$ cat config.mk
export PLATFORM = sky130hd
export DESIGN_NAME = rr_arb_mux
export DESIGN_NICKNAME = d
export VERILOG_FILES = /design/src/rtl/rr_arb_mux.sv
export SDC_FILE = /design/constraint.sdc
export NUM_CORES = 1
export LEC_CHECK = 0
export ABC_AREA = 1
export CAP_MARGIN = 15
export CORE_MARGIN = 3
export CORE_UTILIZATION = 35
export DETAILED_ROUTE_END_ITERATION = 10
export PLACE_DENSITY = 0.68
export SYNTH_ARGS = -nofsm -noshare
export SYNTH_HDL_FRONTEND = slang
export SYNTH_SLANG_ARGS = --single-unit
$ cat constraint.sdc
create_clock -name clk -period 4.67 [get_ports clk]
set_input_delay 0.934 -clock clk [delete_from_list [all_inputs] [get_ports clk]]
set_output_delay 0.934 -clock clk [all_outputs]
set_load 0.01 [all_outputs]
$ cat src/rtl/rr_arb_mux.sv
// rr_arb_mux: round-robin arbitrated N-channel registered mux with valid/ready handshakes.
// Optional force-select grant enabled by defining RR_ARB_MUX_FORCE_SEL_EN.
module rr_arb_mux #(
    parameter int WIDTH    = 5,
    parameter int CHANNELS = 4,
    parameter int SEL_W    = 2
) (
    input  logic                      clk,
    input  logic                      reset_n,
    input  logic [CHANNELS*WIDTH-1:0] in_data,
    input  logic [CHANNELS-1:0]       in_valid,
    output logic [CHANNELS-1:0]       in_ready,
    output logic [WIDTH-1:0]          out_data,
    output logic [SEL_W-1:0]          out_sel,
    output logic                      out_valid,
    input  logic                      out_ready
`ifdef RR_ARB_MUX_FORCE_SEL_EN
    ,
    input  logic                      force_en,
    input  logic [SEL_W-1:0]          force_sel
`endif
);
    localparam logic [SEL_W:0] CH = (SEL_W+1)'(CHANNELS);
    logic [SEL_W-1:0] rr_ptr;
    logic [SEL_W-1:0] rr_g;
    logic             rr_any;
    logic [SEL_W:0]   idx;
    logic [SEL_W-1:0] g;
    logic             any;
    logic             forced;
    logic             load_en;
    assign load_en = !out_valid || out_ready;
    always_comb begin
        rr_g   = '0;
        rr_any = 1'b0;
        idx    = '0;
        for (int i = 0; i < CHANNELS; i++) begin
            idx = {1'b0, rr_ptr} + (SEL_W+1)'(i);
            idx = (idx >= CH) ? idx - CH : idx;
            if (!rr_any && in_valid[idx[SEL_W-1:0]]) begin
                rr_any = 1'b1;
                rr_g   = idx[SEL_W-1:0];
            end
        end
    end
`ifdef RR_ARB_MUX_FORCE_SEL_EN
    // an out-of-range or idle forced channel grants nothing
    assign forced = force_en;
    assign g      = force_en ? force_sel : rr_g;
    assign any    = force_en ? (({1'b0, force_sel} < CH) && in_valid[force_sel]) : rr_any;
`else
    assign forced = 1'b0;
    assign g      = rr_g;
    assign any    = rr_any;
`endif
    assign in_ready = (reset_n && load_en && any) ? CHANNELS'(1) << g : '0;
    always_ff @(posedge clk or negedge reset_n) begin
        if (!reset_n) begin
            out_data  <= '0;
            out_sel   <= '0;
            out_valid <= 1'b0;
            rr_ptr    <= '0;
        end else if (load_en) begin
            out_valid <= any;
            if (any) begin
                out_data <= in_data[g*WIDTH +: WIDTH];
                out_sel  <= g;
                if (!forced)
                    rr_ptr <= ({1'b0, g} == CH - 1'b1) ? '0 : g + 1'b1;
            end
        end
    end
endmodule

==> results summary <==
The top flip-flop cell by instance count after synthesis is dfrtp_1. Counting I/O delays and the setup requirement, the final critical path takes ~4.2 ns. The number of hold buffers added after CTS came out at 0. The max-cap violation count is 0. The proportion of power drawn by the clock network came out at between 7 and 8%. The number of global-route vias before repair was ~1,000. The number of hold violations in the final report came out at 0. TritonCTS built the clock tree.

The data arrival at the endpoint of the critical path is around 3.2 ns. Counting instances in the post-synthesis netlist gives the leading cell types as nand2_1 (89), nand4_1 (11), dfrtp_1 (10). The power density relative to cell area came out at between 700 and 800 mW/mm^2. The total area of sequential cells is around 250 um^2. The ratio of routed vias to standard cells came out at about 5.0. The number of design-rule violations left by the first detailed-router iteration is 26.

When the netlist entered floorplanning its net count stood at ~180. The global placement routability congestion is slightly above 0.8. The number of enable-type register cells in the synthesized netlist came out at 0. The first global-routing pass estimated between 4000 and 5000 um of wire. The worst setup path is launched from an input port. The cell sitting at the root of the clock tree is a clkbuf_4. The number of gates resized after CTS is 0. In this run the power spent charging and discharging nets is about 570 uW. The min-delay analysis places its worst path in the category reg2reg. The residual antenna-violating net count after detailed routing came out at 0. Fill cells in the final layout number 235.

The leakage power came out at around 0.0007 uW. The initial cell density of the core is between 30% and 40%. The cell count of the worst hold path came out at 2. The most common cell in the synthesized netlist is nand2_1. The initialized floorplan defines 17 standard-cell rows. The count of buffers from port buffering came out at 38. The final clock skew is about 0.0017 ns. For flop-to-flop paths, the worst setup slack is about 2.6 ns. The multi-input combinational cell area came out at approximately 570 um^2. The combinational share of power came out at approximately 76%. During synthesis, Yosys emitted a total of 0 warnings. The signal on the critical path passes through clkdlybuf4s50_1 > inv_1 > nand2_1 > nand3_1 > nand2_2 > nor2_4 > nand3_2 > nand2_1 > inv_2 > nand2_1 > nor3_1 > clkdlybuf4s50_1. The worst setup path is of the in2out kind. The async set-or-reset flop fraction in the synthesized netlist came out at 100%.

After detailed routing, the number of remaining DRC violations is 0. The number of max-slew violations in the final report came to 0. The layer flagged by global routing as most heavily used is met2. Dividing the final minimum period by the clock period gives 89.3%. The area share of the largest cell type after synthesis is between 30% and 40%.

The mean instance size in the synthesized netlist came out at 5.94 um^2. The cell area that synthesis handed to floorplanning was roughly 900 um^2. The horizontal extent of the die came out at around 57 um. The overall die area came out at 0.00326 mm^2. The largest fanout of any net on the critical path came out at 12.

The average wire per cell in the routed design is roughly 11 um. The global-route congestion overflow total is 0. The maximum operating frequency came out at 0.240 GHz. Measured against its own limit, the worst slew margin works out to between 60% and 70%. The initial antenna violation count came out at 0. The number of buffers on the longest clock path is 2. The number of sinks on the clock net came out at 10.

The total negative setup slack is 0 ns. For this run, the detailed router's first-pass iteration total came to 4. The worst setup path is captured at a primary output.

Setup repair after global routing left no endpoint under its margin. The sequential area share after synthesis is between 20 and 30%. The slowest stage of the critical path belongs to the cell clkdlybuf4s50_1. Global routing used 3.62% of the available met3 tracks. The internal power component is about 480 uW. The synthesized instance count came out at approximately 150. The most numerous cell type found on the critical path is nand2_1. STA puts the critical path data required time at 3.74 ns. The antenna diode instance count is 0.

Summed over all instances, the cell type with the most area after synthesis is nand2_1. After clock tree synthesis, the setup repair step added 0 buffers. The final worst hold slack is 0.485 ns. Registers are responsible for 16.5% of the overall power. The count of endpoints failing setup in the final report is 0. The share of final-layout standard cells stronger than drive strength 1 came out at under 10%. The clock reaches the later pin of the worst-skew pair after approximately 0.27 ns. The run finished with clean final reports. On the worst path, the slowest cell contributes a delay of 0.57 ns. Compared with the post-synthesis result, the final layout area differs by 45.3%. The count of nets after finishing is roughly 220. Global routing used around 27% of the available met2 tracks. After synthesis, the cell types taking the most area are nand2_1 (37%), dfrtp_1 (27%), nand4_1 (7.5%). In this run the count of I/O pins placed on the die edge is 39.

Of the total power, the share spent switching nets is a little over half. The number of cell instances on the worst register-to-register path is 14. The synthesized netlist contains 19 unique library cells. The final HPWL from detailed placement is 2040 um. The TritonCTS buffer count came out at 3. The overall routing resource usage came out at between 15 and 20%. The via count is between 1,000 and 1,500. For this run, the share of the core covered by cells in the final layout is around 57%. The number of H-tree branching levels came out at 1.

The synthesis-stage register bit count came out at 10. The final wirelength is between 2000 and 2500 um. Entering global routing, the biggest net connects 16 pins. IR analysis of the VDD net gives a maximum drop of about 360 uV. Clock-pin slew was measured on the worst setup and hold paths at ~0.060 ns. The die is 57.1 um tall.

The floorplan step defined a core boundary enclosing about 0.0023 mm^2. The met1 global-route usage came out at 21.8%. For the pin with the worst max-slew slack, the measured transition is roughly 0.46 ns.
==> per-layer routing <==
metal / share of wire (%) / vias up
li1: - / 565
met1: 45 / 490
met2: 48 / 46
met3: 7.2 / 0
met4: 0 / 0
met5: 0 / -
==> cells in the final DEF (no fill, tap or decap), drive strengths merged <==
cell / count
nand2: 93
nor3: 2
inv: 13
dfrtp: 10
nand4: 11
clkbuf: 4
buf: 1
clkdlybuf4s50: 38
a31oi: 1
o21ai: 5
nor2: 3
nand3: 10
==> critical path, delay by kind of cell <==
kind | cells | cell delay (ns)
AND/OR/NAND/NOR | 8 | 1.02
buffers and inverters | 4 | 1.26
==> sequential cells by signal (all words and copies together), names as in the netlist <==
register / flops
out_data: 5
out_sel: 2
rr_ptr: 2
out_valid: 1
==> through the flow <==
step / power (uW) / setup WS, ns / cell area, um^2 / std cells
global placement: 955 / 0.608 / 1290 / 215
detailed placement: 971 / 0.525 / 1290 / 215
global route: 1180 / 0.212 / 1330 / 219
floorplan: 775 / 1.71 / 915 / 154
CTS: 1050 / 0.513 / 1330 / 219
finish: 1050 / 0.498 / 1330 / 219
==> path summary, 6_finish.rpt <==
kind,from,end
worst min-delay path,out_data[1],out_data[1]
worst min register to register,out_data[1],out_data[1]
worst max register to register,rr_ptr[0],out_data[1]
min in group asynchronous,reset_n,out_data[4]
worst max-delay path,in_valid[1],in_ready[1]
max in group asynchronous,reset_n,out_data[0]
==> final cells by class <==
cell class	count	area share (%)
Multi-Input combinational cell	125	42.6
Timing Repair Buffer	39	29.2
Sequential cell	10	18.8
Inverter	13	4.05
Clock buffer	4	2.73
Tap cell	28	2.64
==> power groups by stage <==
| stage | Sequential [uW] | Combinational, uW | Clock [uW] |
|---|---|---|---|
| after global placement | 173 | 782 | 0 |
| after detailed placement | 175 | 796 | 0 |
| after floorplan | 174 | 601 | 0 |
| final | 173 | 795 | 77.7 |
| after global routing | 180 | 918 | 82.1 |
| after CTS | 173 | 799 | 78.1 |
==> logic make-up after synthesis <==
group                  synth area share, %
buffers and inverters                 10.8
and+or+nand+nor                       58.4
DFF                                   27.4
AOI/OAI and AO/OA                     3.42
No activity file was read; power rests on OpenSTA's default activity.
